[src/rtl/cs_pkg.sv]
// Shared widths and FSM state type for the CS stream driver.
package cs_pkg;

    localparam int WIN_DEFAULT = 9;
    localparam int X_W         = 8;
    localparam int Y_W         = 10;

    typedef enum logic [1:0] {
        ST_IDLE  = 2'd0,
        ST_READ  = 2'd1,
        ST_DRAIN = 2'd2,
        ST_DONE  = 2'd3
    } cs_drv_state_t;

endpackage

[src/rtl/cs_valid_delay.sv]
// Shift line for the window-full flag; every stage is exposed so the caller
// can tap both the capture point and the write strobe.
module cs_valid_delay #(
    parameter int DEPTH = 2
) (
    input  logic             clk,
    input  logic             reset,
    input  logic             i_flag,
    output logic [DEPTH-1:0] o_taps
);

    logic [DEPTH-1:0] r_line;

    generate
        if (DEPTH == 1) begin : g_one
            always_ff @(posedge clk or posedge reset) begin
                if (reset) begin
                    r_line <= '0;
                end else begin
                    r_line <= i_flag;
                end
            end
        end else begin : g_many
            always_ff @(posedge clk or posedge reset) begin
                if (reset) begin
                    r_line <= '0;
                end else begin
                    r_line <= {r_line[DEPTH-2:0], i_flag};
                end
            end
        end
    endgenerate

    assign o_taps = r_line;

endmodule

[src/rtl/cs_stream_driver.sv]
// Streams N_PAT samples from the input memory into the CS core and stores
// every Y produced once the WIN-sample window has filled.
module cs_stream_driver
    import cs_pkg::*;
#(
    parameter int N_PAT  = 2000,
    parameter int WIN    = WIN_DEFAULT,
    parameter int CS_LAT = 1,
    parameter int AW     = 15
) (
    input  logic           clk,
    input  logic           reset,
    input  logic           start,
    output logic           rd_en,
    output logic [AW-1:0]  rd_addr,
    input  logic [X_W-1:0] rd_data,
    output logic [X_W-1:0] x,
    output logic           x_valid,
    input  logic [Y_W-1:0] y,
    output logic           wr_en,
    output logic [AW-1:0]  wr_addr,
    output logic [Y_W-1:0] wr_data,
    output logic           busy,
    output logic           done,
    output cs_drv_state_t  dbg_state
);

    localparam logic [AW-1:0] LAST_RD   = AW'(N_PAT - 1);
    localparam logic [AW-1:0] LAST_WR   = AW'(N_PAT - WIN);
    localparam logic [AW-1:0] SMP_MAX   = AW'(N_PAT);
    localparam logic [AW-1:0] WIN_CNT   = AW'(WIN);
    localparam int            DLY_DEPTH = CS_LAT + 1;

    cs_drv_state_t        r_state;
    logic                 r_rd_en;
    logic [AW-1:0]        r_rd_addr;
    logic                 r_rd_vld;
    logic [X_W-1:0]       r_x;
    logic                 r_x_valid;
    logic [AW-1:0]        r_smp_cnt;
    logic [Y_W-1:0]       r_wr_data;
    logic [AW-1:0]        r_wr_addr;

    logic                 w_start_ok;
    logic                 w_win_full;
    logic                 w_capture;
    logic                 w_wr_en;
    logic                 w_last_wr;
    logic [DLY_DEPTH-1:0] w_taps;

    assign w_start_ok = start && ((r_state == ST_IDLE) || (r_state == ST_DONE));
    // r_smp_cnt counts the sample currently on x, so >= WIN means index >= WIN-1.
    assign w_win_full = r_x_valid && (r_smp_cnt >= WIN_CNT);
    assign w_wr_en    = w_taps[CS_LAT];
    assign w_last_wr  = w_wr_en && (r_wr_addr == LAST_WR);

    cs_valid_delay #(
        .DEPTH (DLY_DEPTH)
    ) u_valid_delay (
        .clk    (clk),
        .reset  (reset),
        .i_flag (w_win_full),
        .o_taps (w_taps)
    );

    // Y is live CS_LAT cycles after its window closes; the write follows one cycle later.
    generate
        if (CS_LAT == 0) begin : g_cap_direct
            assign w_capture = w_win_full;
        end else begin : g_cap_tap
            assign w_capture = w_taps[CS_LAT-1];
        end
    endgenerate

    always_ff @(posedge clk or posedge reset) begin
        if (reset) begin
            r_state   <= ST_IDLE;
            r_rd_en   <= 1'b0;
            r_rd_addr <= '0;
        end else begin
            case (r_state)
                ST_IDLE, ST_DONE: begin
                    if (start) begin
                        r_state   <= ST_READ;
                        r_rd_en   <= 1'b1;
                        r_rd_addr <= '0;
                    end
                end
                ST_READ: begin
                    if (r_rd_addr == LAST_RD) begin
                        r_rd_en <= 1'b0;
                        r_state <= ST_DRAIN;
                    end else begin
                        r_rd_addr <= r_rd_addr + AW'(1);
                    end
                end
                ST_DRAIN: begin
                    if (w_last_wr) begin
                        r_state <= ST_DONE;
                    end
                end
                default: begin
                    r_state <= ST_IDLE;
                end
            endcase
        end
    end

    always_ff @(posedge clk or posedge reset) begin
        if (reset) begin
            r_rd_vld  <= 1'b0;
            r_x       <= '0;
            r_x_valid <= 1'b0;
            r_smp_cnt <= '0;
        end else begin
            r_rd_vld  <= r_rd_en;
            r_x_valid <= r_rd_vld;
            if (r_rd_vld) begin
                r_x <= rd_data;
            end
            if (w_start_ok) begin
                r_smp_cnt <= '0;
            end else if (r_rd_vld && (r_smp_cnt != SMP_MAX)) begin
                r_smp_cnt <= r_smp_cnt + AW'(1);
            end
        end
    end

    always_ff @(posedge clk or posedge reset) begin
        if (reset) begin
            r_wr_data <= '0;
            r_wr_addr <= '0;
        end else begin
            if (w_capture) begin
                r_wr_data <= y;
            end
            if (w_start_ok) begin
                r_wr_addr <= '0;
            end else if (w_wr_en) begin
                r_wr_addr <= r_wr_addr + AW'(1);
            end
        end
    end

    assign rd_en     = r_rd_en;
    assign rd_addr   = r_rd_addr;
    assign x         = r_x;
    assign x_valid   = r_x_valid;
    assign wr_en     = w_wr_en;
    assign wr_addr   = r_wr_addr;
    assign wr_data   = r_wr_data;
    assign busy      = (r_state == ST_READ) || (r_state == ST_DRAIN);
    assign done      = (r_state == ST_DONE);
    assign dbg_state = r_state;

endmodule

[config.mk]
export PLATFORM = sky130hd
export DESIGN_NAME = cs_stream_driver
export DESIGN_NICKNAME = d
export VERILOG_FILES = /design/src/rtl/cs_pkg.sv /design/src/rtl/cs_valid_delay.sv /design/src/rtl/cs_stream_driver.sv
export SDC_FILE = /design/constraint.sdc
export NUM_CORES = 1
export LEC_CHECK = 0
export BUFFER_PORTS_ARGS = -buffer_cell sky130_fd_sc_hd__buf_4
export CORE_MARGIN = 5
export CORE_UTILIZATION = 49
export DETAILED_ROUTE_END_ITERATION = 10
export GPL_TIMING_DRIVEN = 0
export PLACE_DENSITY = 0.76
export SKIP_CTS_REPAIR_TIMING = 1
export SYNTH_ARGS = -nofsm -noshare
export SYNTH_HDL_FRONTEND = slang
export SYNTH_SLANG_ARGS = --single-unit
[constraint.sdc]
create_clock -name clk -period 2.2 [get_ports clk]
set_clock_uncertainty 0.2 [all_clocks]
set_input_delay 0.22 -clock clk [delete_from_list [all_inputs] [get_ports clk]]
set_output_delay 0.22 -clock clk [all_outputs]
set_load 0.01 [all_outputs]
==> impl_metrics.csv, run 1 <==
group,metric,value,unit
outcome,status,"finished, violations left",
detailed_routing,drt_first_pass_iters,4,
power_and_ir_drop,clockPowerShare,25.9,%
cells_and_area,n_antenna_cell,0,
global_routing,gr-usage-all-layers,18.9,%
sta,hold_slack,0.0977,ns
global_routing,antenna_found_initial,0,
global_routing,grt_max_degree,71,
global_routing,grt_first_pass_wirelength,13200,µm
cells_and_area,post-route-util,70.0,%
synthesis,synthCells,329,
global_routing,grt_pass1_vias,2717,
floorplan,core,0.00683,mm²
cells_and_area,mostFrequentLayoutCells,"buf_4, dfrtp_1, nor2_1",
global_routing,grt_overflow,0,
hold_path,hold_class,"input port to register",
floorplan,die_area,0.00883,mm²
synthesis,yosys_warnings,0,
setup_path,reg2reg_depth,5,
floorplan,ios,76,
cells_and_area,fin_nets,480,
detailed_routing,ant_nets,0,
synthesis,post_synth_num_cell_types,41,
cells_and_area,stdcell_count,550,
cells_and_area,final_layout_size_suffix_gt1_share,36.1,%
setup_path,worst-setup-path-type,"register to register",
placed_design,gp_congestion,0.885,
synthesis,syn_nets,359,
cts,clk_latency,0.35,ns
synthesis,ys_seq_elements,70,
power_and_ir_drop,p_leak,2.16,nW
detailed_routing,drtIter0Drc,201,
setup_path,crit_required,2.24,ns
detailed_routing,wl,8840,µm
detailed_routing,drc,0,
outcome,violations,"negative setup slack",
setup_path,critPathLaunchType,"register",
cts,htreeDepth,3,
sta,fmax,440,MHz
sta,setup_viol,5,
detailed_routing,via_per_inst,5.53,
setup_path,critPathCaptureType,"register",
cts,clockBufferDepth,2,
cts,cts_buffers,9,
placed_design,numPlacedInstances,500,
cts,clkSlewWorstSetupHoldPaths,0.08,ns
power_and_ir_drop,p_int,0.00292,W
synthesis,synth-seq-area-share,50.7,%
setup_path,cp_max_fo,5,
power_and_ir_drop,p_per_area,940,mW/mm²
cells_and_area,fillers,513,
detailed_routing,num_vias,3044,
power_and_ir_drop,seqPwrFrac,37.3,%
cells_and_area,final_common_cell,"buf_4",
cts,root_buffer,"clkbuf_8",
synthesis,synth_async_sr_flop_share,100,%
placed_design,hpwl,5610,µm
synthesis,synth_edf_count,0,
power_and_ir_drop,power_frac_comb,36.8,%
cts,cts_tree,"yes",
sta,rsz0062_at_grt,"true",
sta,min_period,2.27,ns
setup_path,cp.arrival,2.31,ns
hold_path,min_path_cells,3,
synthesis,netlist_area,0.00346,mm²
flow_run,maxCapViolations,0,
floorplan,die_w,94.0,µm
sta,maxSlewHeadroom,44.0,%
cts,cts.sinks,70,
power_and_ir_drop,p_sw,0.00158,W
floorplan,die_h,94.0,µm
synthesis,synth_ff_type,"dfrtp_1",
synthesis,syn_area_per_cell,10.5,µm²
placed_design,io_buffers,75,
sta,tightest_slew,0.840,ns
power_and_ir_drop,switching_share,35.1,%
power_and_ir_drop,ir_drop,0.000630,V
floorplan,rows,30,
sta,finalWorstSetupSlack,-0.0726,ns
sta,period_share,103,%
sta,drv_slew,0,
floorplan,initial_core_util,50.6,%
sta,final-hold-violation-count,0,
detailed_routing,routedWlPerCell,16.1,µm
cells_and_area,synthToLayoutAreaGrowth,38.5,%
[power by group through the flow]
stage / Clock [W] / Combinational, W / Sequential [W]
floorplan: 0 / 0.000827 / 0.00173
global placement: 0 / 0.00142 / 0.00168
detailed placement: 0 / 0.00145 / 0.00169
CTS: 0.00118 / 0.00146 / 0.00167
global route: 0.00124 / 0.00180 / 0.00171
finish: 0.00117 / 0.00166 / 0.00168
[sequential cells by signal, summed over array words and instances, names as in the netlist]
register	cells
u_valid_delay.o_taps	2
wr_data	10
wr_addr	15
rd_addr	15
r_smp_cnt	15
rd_en	1
dbg_state	2
r_rd_vld	1
x	8
x_valid	1
[worst max-delay path: stages (launching register included)]
cell,delay [ns]
dfrtp_1,0.45
or4b_1,0.49
or4_4,0.59
buf_4,0.16
a211oi_2,0.19
o21ai_1,0.08
[cells in the mapped netlist (3+ instances only)]
master / n / area share, %
a21oi_1: 9 / 1.3
or4_1: 8 / 1.7
clkbuf_1: 7 / 0.76
nand4_1: 17 / 3.1
and4_1: 4 / 1.0
and3_1: 4 / 0.72
o21ai_0: 8 / 1.2
a31oi_1: 5 / 0.91
mux2i_1: 8 / 2.3
ha_1: 9 / 3.3
nor2_1: 36 / 3.9
a221o_1: 3 / 0.87
xor2_1: 8 / 2.0
nor4_1: 10 / 1.8
nand2_1: 22 / 2.4
inv_1: 14 / 1.5
or3_1: 6 / 1.1
nor3_1: 8 / 1.2
dfrtp_1: 70 / 51
nand3_1: 14 / 2.0
xnor2_1: 16 / 4.1
mux2_2: 19 / 6.2
[area by class of cell]
type	count	area, µm²	area share [%]
Clock inverter	5	83.8	1.75
Multi-Input combinational cell	235	1690	35.3
Timing Repair Buffer	112	892	18.6
Sequential cell	70	1760	36.9
Tap cell	96	120	2.51
Clock buffer	10	138	2.88
Inverter	14	55.1	1.15
Buffer	8	43.8	0.915
[stage by stage]
step                      TNS, ns  worst slack [ns]  total power (W)  area, µm²
after floorplan            -0.213           -0.0575          0.00256       3460
after global placement     -66.09            -0.846          0.00309       4140
after detailed placement    -8.42            -0.327          0.00314       4140
after CTS                   -9.43            -0.355          0.00431       4370
after global routing       -0.750            -0.140          0.00476       4780
final                      -0.243           -0.0726          0.00450       4780
[cells by family (layout without fill, tap and decap cells)]
group	after synthesis	in the layout	synth area share (%)
DFF	70	70	50.7
AOI/OAI and AO/OA	39	39	8.04
buffers and inverters	24	149	2.86
muxes	27	27	8.51
xor gates and xnor gates	24	24	6.08
and+or+nand+nor	136	136	20.6
adders and majority gates	9	9	3.26
[metal layers]
| metal | vias to the layer above | part of all wire [%] | routed length, µm | global-route usage (%) |
|---|---|---|---|---|
| met2 | 94 | 50 | 4420 | 29.7 |
| met5 | - | 0 | 0 | 0 |
| met4 | 0 | 1.7 | 150 | 8.06 |
| met3 | 15 | 4.9 | 434 | 3.77 |
| li1 | 1446 | - | - | - |
| met1 | 1489 | 43 | 3830 | 25.5 |
[worst paths after layout]
| kind | from | to | slack [ns] |
|---|---|---|---|
| max | wr_addr[4] | dbg_state[1] | -0.07 |
| min | start | rd_en | 0.1 |
| max reg2reg | wr_addr[4] | dbg_state[1] | -0.07 |
| min reg2reg | u_valid_delay.o_taps[0] | u_valid_delay.o_taps[1] | 0.20 |
| max in group asynchronous | reset | wr_addr[11] | 0.79 |
| min in group asynchronous | reset | wr_addr[9] | 0.39 |
No activity file was read; power rests on OpenSTA's default activity.
==> run 2: changes to the inputs <==
TNS_END_PERCENT = 20   (was default)
==> impl_metrics.csv, run 2 (same netlist as run 1, synthesis figures left out) <==
group,metric,value,unit
cts,clkSlewWorstSetupHoldPaths,0.07,ns
floorplan,initial_core_util,50.6,%
cells_and_area,fin_nets,481,
power_and_ir_drop,fin_total_pwr,0.00433,W
placed_design,pre_cts_ws,-0.323,ns
setup_path,cp_slowest_cell,"or4_4",
floorplan,core,0.00683,mm²
detailed_routing,via_per_inst,5.49,
power_and_ir_drop,p_per_area,910,mW/mm²
setup_path,critPathCaptureType,"register",
cells_and_area,fillers,517,
cells_and_area,post-route-util,69.7,%
sta,drv_slew,0,
floorplan,ios,76,
global_routing,grt_overflow,0,
detailed_routing,drt_first_pass_iters,4,
setup_path,crit_required,2.26,ns
sta,min_period,2.27,ns
placed_design,io_buffers,75,
sta,hold_slack,0.101,ns
power_and_ir_drop,p_leak,2.16,nW
cts,clk_latency,0.34,ns
sta,setup_viol,5,
cells_and_area,n_antenna_cell,0,
sta,rsz0062_at_grt,"true",
cells_and_area,synthToLayoutAreaGrowth,37.8,%
cts,cts_buffers,9,
setup_path,cp.arrival,2.33,ns
flow_run,maxCapViolations,0,
floorplan,die_w,94.0,µm
global_routing,antenna_found_initial,0,
floorplan,die_h,94.0,µm
setup_path,rr_endpoint,"dbg_state[0]",
outcome,violations,"negative setup slack",
cells_and_area,mostFrequentLayoutCells,"buf_4, dfrtp_1, nor2_1",
setup_path,critPathLaunchType,"register",
detailed_routing,drc,0,
placed_design,gp_congestion,0.854,
outcome,status,"finished, violations left",
sta,final-hold-violation-count,0,
setup_path,worst-setup-path-type,"register to register",
cts,clockBufferDepth,2,
sta,finalWorstSetupSlack,-0.0716,ns
power_and_ir_drop,ir_drop,0.000523,V
cells_and_area,final_layout_size_suffix_gt1_share,36.0,%
setup_path,r2r_setup_slack,-0.07,ns
sta,fmax,440,MHz
detailed_routing,ant_nets,0,
setup_path,critPathLaunch,"wr_addr[3]",
detailed_routing,drtIter0Drc,171,
cts,cts_tree,"yes",
setup_path,reg2reg_depth,4,
placed_design,hpwl,5550,µm
setup_path,cp_cell_sequence,"or4b_1, or4_4, a221oi_4, mux2i_1",
cts,cts.sinks,70,
hold_path,hold_class,"input port to register",
sta,tightest_slew,0.844,ns
global_routing,grt_first_pass_wirelength,13000,µm
setup_path,endpoint,"dbg_state[0]",
cells_and_area,final_common_cell,"buf_4",
detailed_routing,wl,8540,µm
floorplan,rows,30,
cts,root_buffer,"clkbuf_8",
setup_path,r2r_start,"wr_addr[3]",
setup_path,cp_max_fo,5,
cts,htreeDepth,3,
sta,period_share,103,%
setup_path,slowest_delay,0.59,ns
global_routing,grt_pass1_vias,2739,
global_routing,gr-usage-all-layers,18.4,%
detailed_routing,num_vias,3026,
global_routing,grt_max_degree,71,
detailed_routing,routedWlPerCell,15.5,µm
floorplan,die_area,0.00883,mm²
sta,maxSlewHeadroom,43.7,%
run 2: changes by cell type in the layout (fill, tap and decap cells not counted), sizes merged:
cell      before  now
bufinv         2    1
clkinvlp       2    1
clkbuf        14   16
clkinv         1    2
run 2: worst min path at each step:
stage / from / endpoint / slack [ns] / cells past startpoint
after floorplan: u_valid_delay.o_taps[0] / u_valid_delay.o_taps[1] / 0.15 / 0
after global placement: r_rd_vld / x_valid / 0.16 / 0
after detailed placement: r_rd_vld / x_valid / 0.17 / 0
after CTS: reset / wr_data[5] / -0.12 / 2
after global routing: start / rd_en / 0.11 / 3
final: start / rd_en / 0.10 / 3
run 2: area by class of cell:
| class | instances | area, µm² | area share (%) |
|---|---|---|---|
| multi-input cells | 235 | 1690 | 35.5 |
| plain buffers | 8 | 43.8 | 0.920 |
| repair buffers | 113 | 896 | 18.8 |
| clock inverters | 4 | 47.5 | 0.998 |
| flip-flops and latches | 70 | 1770 | 37.1 |
| inverters | 14 | 55.1 | 1.16 |
| clock buffers | 11 | 141 | 2.97 |
| well taps | 96 | 120 | 2.52 |
run 2: where the power goes:
group	switching, W	leakage (nW)	internal, W
combinational	0.000877	1.17	0.000765
clock	0.000464	0.0952	0.000545
sequential	0.000192	0.889	0.00149
total	0.00153	2.15	0.00280
run 2: per-layer routing:
metal,GRT usage [%],wire (µm),vias to the layer above
met5,0,0,-
met4,5.05,96,0
met3,5.61,440,8
met2,29.0,4350,97
met1,24.6,3650,1480
li1,-,-,1441
run 2: per-stage QoR:
step | TNS [ns] | cell area [µm²] | instances
after floorplan | -0.213 | 3460 | 329
after global placement | -65.19 | 4140 | 500
after detailed placement | -8.17 | 4140 | 500
after CTS | -9.21 | 4330 | 515
after global routing | -0.500 | 4760 | 551
final | -0.219 | 4760 | 551
run 2: critical path, delay by kind of cell, from the launching register on:
family	cells	cell delay, ns
AOI/OAI and AO/OA	1	0.25
DFF	1	0.43
muxes	1	0.21
and+or+nand+nor	2	1.10
